File: config.mk
export PLATFORM = sky130hd
export DESIGN_NAME = pixel_frequency_monitor
export DESIGN_NICKNAME = d
export VERILOG_FILES = /design/src/rtl/pixel_frequency_monitor.sv
export SDC_FILE = /design/constraint.sdc
export NUM_CORES = 1
export LEC_CHECK = 0
export BUFFER_PORTS_ARGS = -buffer_cell sky130_fd_sc_hd__buf_2
export CAP_MARGIN = 25
export CORE_MARGIN = 2
export CORE_UTILIZATION = 62
export CTS_BUF_LIST = sky130_fd_sc_hd__clkbuf_8
export CTS_CLUSTER_DIAMETER = 150
export CTS_CLUSTER_SIZE = 20
export DETAILED_ROUTE_END_ITERATION = 10
export PLACE_DENSITY = 0.79
export SYNTH_ARGS = -nofsm -noshare
export SYNTH_HDL_FRONTEND = slang
export SYNTH_SLANG_ARGS = --single-unit
File: constraint.sdc
create_clock -name clock -period 3.7 [get_ports clock]
set_input_delay 0.555 -clock clock [delete_from_list [all_inputs] [get_ports clock]]
set_output_delay 0.555 -clock clock [all_outputs]
set_load 0.02 [all_outputs]
File: src/rtl/pixel_frequency_monitor.sv
// Samples one data bit per frame at each channel's pixel, measures rising-edge periods and accumulates
// time in two frequency windows per channel; on stop drains 2*CHANNELS slots (one per ready cycle), then pulses irq.
module pixel_frequency_monitor #(
  parameter int CHANNELS = 3,
  parameter int DATA_WIDTH = 8,
  parameter int SAMPLE_BIT = 7,
  parameter int PIXEL_INDEX_WIDTH = 10,
  parameter logic [CHANNELS*PIXEL_INDEX_WIDTH-1:0] PIXEL_INDICES = {10'd1023, 10'd511, 10'd63},
  parameter logic [CHANNELS*64-1:0] FREQUENCIES =
    {32'd30000, 32'd25000, 32'd20000, 32'd15000, 32'd10000, 32'd5000},
  parameter int unsigned FREQUENCY_DEVIATION = 20,
  parameter int unsigned CLOCK_FREQUENCY = 100000000
) (
  input  logic                  clock,
  input  logic                  reset,
  input  logic                  start,
  input  logic                  stop,
  input  logic                  clear,
  input  logic [DATA_WIDTH-1:0] data,
  input  logic                  pixel_valid,
  input  logic                  frame_start,
  output logic [1:0]            register_operation,
  output logic [7:0]            register_number,
  output logic [31:0]           register_write,
  input  logic                  register_ready,
  output logic                  irq,
  output logic [1:0]            state
);
  typedef enum logic [1:0] {
    ST_IDLE  = 2'd0,
    ST_RUN   = 2'd1,
    ST_DRAIN = 2'd2,
    ST_DONE  = 2'd3
  } state_t;

  localparam int SLOTS = 2 * CHANNELS;
  localparam logic [7:0] LAST_SLOT = 8'(SLOTS);

  state_t              state_q, state_d;
  logic [7:0]          slot_q;
  logic [SLOTS*32-1:0] acc_bus;
  logic                enter_run, running, accept, last_accept, clear_ok;
  logic                unused_data;

  assign enter_run   = (state_q == ST_IDLE || state_q == ST_DONE) && start;
  assign running     = state_q == ST_RUN;
  assign accept      = state_q == ST_DRAIN && register_ready;
  assign last_accept = accept && slot_q == LAST_SLOT;
  assign clear_ok    = clear && state_q != ST_DRAIN;
  assign unused_data = ^data;
  assign state       = state_q;

  always_comb begin
    state_d = state_q;
    case (state_q)
      ST_IDLE, ST_DONE: if (start) state_d = ST_RUN;
      ST_RUN:           if (stop) state_d = ST_DRAIN;
      ST_DRAIN:         if (last_accept) state_d = ST_DONE;
      default:          state_d = ST_IDLE;
    endcase
  end

  always_ff @(posedge clock) begin
    if (reset) state_q <= ST_IDLE;
    else       state_q <= state_d;
  end

  // Slot pointer is re-armed on every stop, so a drain cut short by reset restarts at slot 1.
  always_ff @(posedge clock) begin
    if (reset) begin
      slot_q <= 8'd0;
      irq    <= 1'b0;
    end else begin
      irq <= last_accept;
      if (running && stop)  slot_q <= 8'd1;
      else if (accept)      slot_q <= last_accept ? 8'd0 : slot_q + 8'd1;
    end
  end

  always_comb begin
    register_operation = 2'd0;
    register_number    = 8'd0;
    register_write     = 32'd0;
    if (state_q == ST_DRAIN) begin
      register_operation = 2'd2;
      register_number    = slot_q;
      for (int i = 0; i < SLOTS; i++) begin
        if (slot_q == 8'(i + 1)) register_write = acc_bus[i*32 +: 32];
      end
    end
  end

  for (genvar c = 0; c < CHANNELS; c++) begin : g_channel
    localparam logic [PIXEL_INDEX_WIDTH-1:0] INDEX =
      PIXEL_INDICES[c*PIXEL_INDEX_WIDTH +: PIXEL_INDEX_WIDTH];
    localparam logic [63:0] P0  = 64'(CLOCK_FREQUENCY) / 64'(FREQUENCIES[(2*c)*32 +: 32]);
    localparam logic [63:0] P1  = 64'(CLOCK_FREQUENCY) / 64'(FREQUENCIES[(2*c+1)*32 +: 32]);
    localparam logic [63:0] D0  = (P0 * 64'(FREQUENCY_DEVIATION)) / 64'd100;
    localparam logic [63:0] D1  = (P1 * 64'(FREQUENCY_DEVIATION)) / 64'd100;
    localparam logic [63:0] LO0 = P0 - D0;
    localparam logic [63:0] HI0 = P0 + D0;
    localparam logic [63:0] LO1 = P1 - D1;
    localparam logic [63:0] HI1 = P1 + D1;

    logic [PIXEL_INDEX_WIDTH-1:0] pixel_count, pixel_number;
    logic                         sample, sample_prev, armed, rising;
    logic                         in_window0, in_window1;
    logic [31:0]                  period, acc0, acc1;
    logic [32:0]                  sum0, sum1;
    logic [63:0]                  elapsed;

    assign pixel_number = frame_start ? '0 : pixel_count;
    assign rising       = sample && !sample_prev;
    assign elapsed      = {32'd0, period};
    assign in_window0   = elapsed >= LO0 && elapsed <= HI0;
    assign in_window1   = elapsed >= LO1 && elapsed <= HI1;
    assign sum0         = {1'b0, acc0} + {1'b0, period};
    assign sum1         = {1'b0, acc1} + {1'b0, period};

    always_ff @(posedge clock) begin
      if (reset || enter_run) begin
        pixel_count <= '0;
        sample      <= 1'b0;
        sample_prev <= 1'b0;
        armed       <= 1'b0;
        period      <= 32'd0;
      end else if (running) begin
        if (pixel_valid)
          pixel_count <= frame_start ? PIXEL_INDEX_WIDTH'(1) : pixel_count + PIXEL_INDEX_WIDTH'(1);
        if (pixel_valid && pixel_number == INDEX) sample <= data[SAMPLE_BIT];
        sample_prev <= sample;
        if (rising) begin
          period <= 32'd1;
          armed  <= 1'b1;
        end else if (period != '1) begin
          period <= period + 32'd1;
        end
      end
    end

    // Clear outranks a coincident accumulate; overlapping windows resolve to target 0.
    always_ff @(posedge clock) begin
      if (reset || clear_ok) begin
        acc0 <= 32'd0;
        acc1 <= 32'd0;
      end else if (running && rising && armed) begin
        if (in_window0)      acc0 <= sum0[32] ? '1 : sum0[31:0];
        else if (in_window1) acc1 <= sum1[32] ? '1 : sum1[31:0];
      end
    end

    assign acc_bus[(2*c)*32 +: 32]   = acc0;
    assign acc_bus[(2*c+1)*32 +: 32] = acc1;
  end

endmodule
==> impl_results.md <==
* Status: finished with violations
* Failing checks: setup timing
* Post-Synth Adder-Cell Area at 0.114
* GRT Total Usage at 0.331
* Die Wd at ~200 um
* Syn Nets at 3,260
* # IOs at 61
* Sink Count at 338
* Area growth, synth to finish at 8.02%
* Average cell area after synthesis at around 7.9 um^2
* Fill count at 3,210
* Syn Inst Count at a little over 3k
* WHS at around 210 ps
* Initial core utilization at 0.624
* Required @ worst endpoint at 3140 ps
* Fmax at 260 MHz
* Antenna Nets Post-Route at 0
* Final Max Slew Viols at 0
* Multiplexer share of the synthesized area at 0.00208
* Largest net degree at the start of global routing at about 120
* Total negative setup slack at -2130 ps
* Post-synthesis compound-gate area fraction at 0.297
* YS warnings at 0
* Share of the synthesized netlist area taken by xor and xnor gates at 0.0981
* GPL Wtd Cong at about 0.96
* Most numerous cell in the Yosys netlist: a21oi_1
* Synth area leaders: dfxtp_1 (28%), ha_1 (11%), a21oi_1 (8.4%)
* Hpwl dp at 51,100 um
* Vias in the first global route at around 22k
* Area fraction of the dominant cell type after synthesis at 0.282
* Sw power at 1.91 mW
* PD cells at 246 nW/um^2
* Slew headroom at 0.325
* Clock Power Share at 0.274
* Leakage dissipation at 10.5 nW
* RSZ-0062 raised after global routing: yes
* CP Launch Type: flip-flop
* Switching Fraction at 0.299
* IR drop worst, VDD at 0.000325 V
* Clock skew at 39.3 ps
* Internal power at 4.48 mW
* Htree depth at 1
* Critical Path Fanout Max at 8
* Root buf cell: clkbuf_8
* Largest family of logic cells by synthesized area: compound AO/OA/AOI/OAI gates
* Reg clk slew, reported paths at 130 ps
* Routed len/inst at between 15 and 20 um
* Initial antenna violation count at 1
* Register bit total from synthesis at 338
* Fraction of layout cells with a size suffix above 1 at 0.0876
* Area leader, netlist: dfxtp_1
* DR iter-0 viols at 1,745
* Remaining DRCs at 0
* Final setup viols at 32
* GRT overflow at 0
* Post-Synth Simple-Gate Area at 0.171
* Crit end category: output pin
* Clock insertion delay at the later pin of the skew report at ~640 ps
* DIE AREA at ~40,000 um^2
* Fin. Hold Viols at 0
* Commonest cells post-synth: a21oi_1 (405), dfxtp_1 (338), o21ai_0 (298)
* Final Instance Area at 25,900 um^2
* Unique masters post-synth at 97
* CP Class: reg -> out
* Nets at 3,290
* CTS tree: built
* Final core utilization at 0.674
* CTS buffer count at 20
* Vias per cell at 6.48
* Dpl cells at about 3.5k
* Placed cell areas at 25,100 um^2
* Final Non-Filler Cells at 3,577
* Worst endpoint data arrival time at 3290 ps
* Combinational Power Share at 0.145
* Mapped cell area at between 20,000 and 25,000 um^2
* Drt pass-1 iters at 5
* Die Y-Extent at approximately 200 um
* Maxcap violations at 0
* Async SR Flop Fraction at 0
* Standard-cell row count at 72
* DRT Wirelength at 69,600 um
* Port bufs at 52
* Final worst-path cycle share at 1.04
* Minimum clock period at just under 4000 ps
* Post-synth EDFFs at 0
* Top_reg_cell synth: dfxtp_1
* Area of the core at 38,500 um^2
* Post-synthesis sequential area ratio at 0.282
* Slew @ Worst Pin at 1010 ps
* Final setup margin at -146 ps
* Flop pwr share at 0.581
* Clock tree buffer depth at 3
* HP Class: in -> reg
* Routed vias at ~23k
* First-pass GRT wire length at 111,000 um
[flip-flops by register name (all words and copies together), names as in the netlist]
| name | cells |
|---|---|
| g_channel.sample | 3 |
| irq | 1 |
| slot_q | 8 |
| g_channel.period | 96 |
| g_channel.armed | 3 |
| state | 2 |
| g_channel.sample_prev | 3 |
| g_channel.acc1 | 96 |
| g_channel.pixel_count | 30 |
| g_channel.acc0 | 96 |
[what timing repair did]
| item | CTS | global route |
|---|---|---|
| hold buffers | 0 | 0 |
| gates resized for setup | 44 | 30 |
| gates cloned | 3 | 2 |
| pin swaps | 19 | 42 |
| buffers inserted | 4 | 5 |
| endpoints found under the setup margin | 32 | 127 |
| endpoints found under the hold margin | 0 | 0 |
[worst max-delay path: stages (launching register included)]
cell and delay, ps:
dfxtp_2 340, or4_4 560, nor3_4 150, and3b_2 340
clkbuf_16 210, a22oi_1 210, o211ai_1 230, o211ai_1 130
a21oi_1 250, buf_2 220
[cell type report]
cell class	count	area [um^2]	area share
Multi-Input combinational cell	2474	16600	0.640
Tap cell	518	648	0.0250
Antenna cell	1	2.50	0.0000965
Clock buffer	22	303	0.0117
Sequential cell	338	6770	0.261
Timing Repair Buffer	145	1310	0.0507
Inverter	79	297	0.0114
[logic make-up (layout without fill, tap and decap cells)]
kind of cell,count (synthesis),count (layout)
xor+xnor,269,269
buf+inv,216,246
mux,5,5
simple gates,827,827
flops,338,338
compound gates,1156,1156
other cells,1,2
fa+ha+maj,216,216
[cell usage in the layout (no fill, tap or decap), types with 43 or more instances in the layout]
cell        n
nand4_1    52
a22oi_1    43
nand2_1   202
xnor2_1   110
inv_1      78
dfxtp_1   334
a21o_1     92
xor2_1    159
o21ai_0   297
o211ai_1   76
buf_4      97
ha_1      210
nand3_1    68
nor2_1    247
a21oi_1   401
[power by group through the flow]
stage          combinational [mW]  sequential, mW  clock (mW)
2_1_floorplan               0.505            3.80           0
3_3_place_gp                0.757            3.79           0
3_5_place_dp                0.781            3.79           0
4_1_cts                     0.863            3.71        1.77
5_1_grt                     0.984            3.72        1.87
6_report                    0.926            3.71        1.75
[stage by stage]
stage / power, mW / setup WS [ps]
2_1_floorplan: 4.30 / 469
3_3_place_gp: 4.55 / 215
3_5_place_dp: 4.57 / 155
4_1_cts: 6.35 / -86.7
5_1_grt: 6.57 / -183
6_report: 6.39 / -146
[final timing paths]
path                          startpoint                     to  slack [ps]  depth (start not counted)
hold / removal                     reset                    irq         210                          2
setup reg to reg  g_channel[1].period[0]  g_channel[1].acc1[13]         120                         14
setup / recovery               slot_q[3]      register_write[0]        -150                          9
hold reg to reg       g_channel[1].armed     g_channel[1].armed         490                          2
[routing by layer]
| layer | wire length (um) | track usage | vias to the layer above | part of all wire |
|---|---|---|---|---|
| li1 | - | - | 11200 | - |
| met1 | 29700 | 0.438 | 10900 | 0.43 |
| met2 | 31800 | 0.552 | 940 | 0.46 |
| met3 | 5600 | 0.0508 | 152 | 0.080 |
| met4 | 2540 | 0.117 | 0 | 0.036 |
| met5 | 0 | 0 | - | 0 |
(Power assumes the default switching activity.)
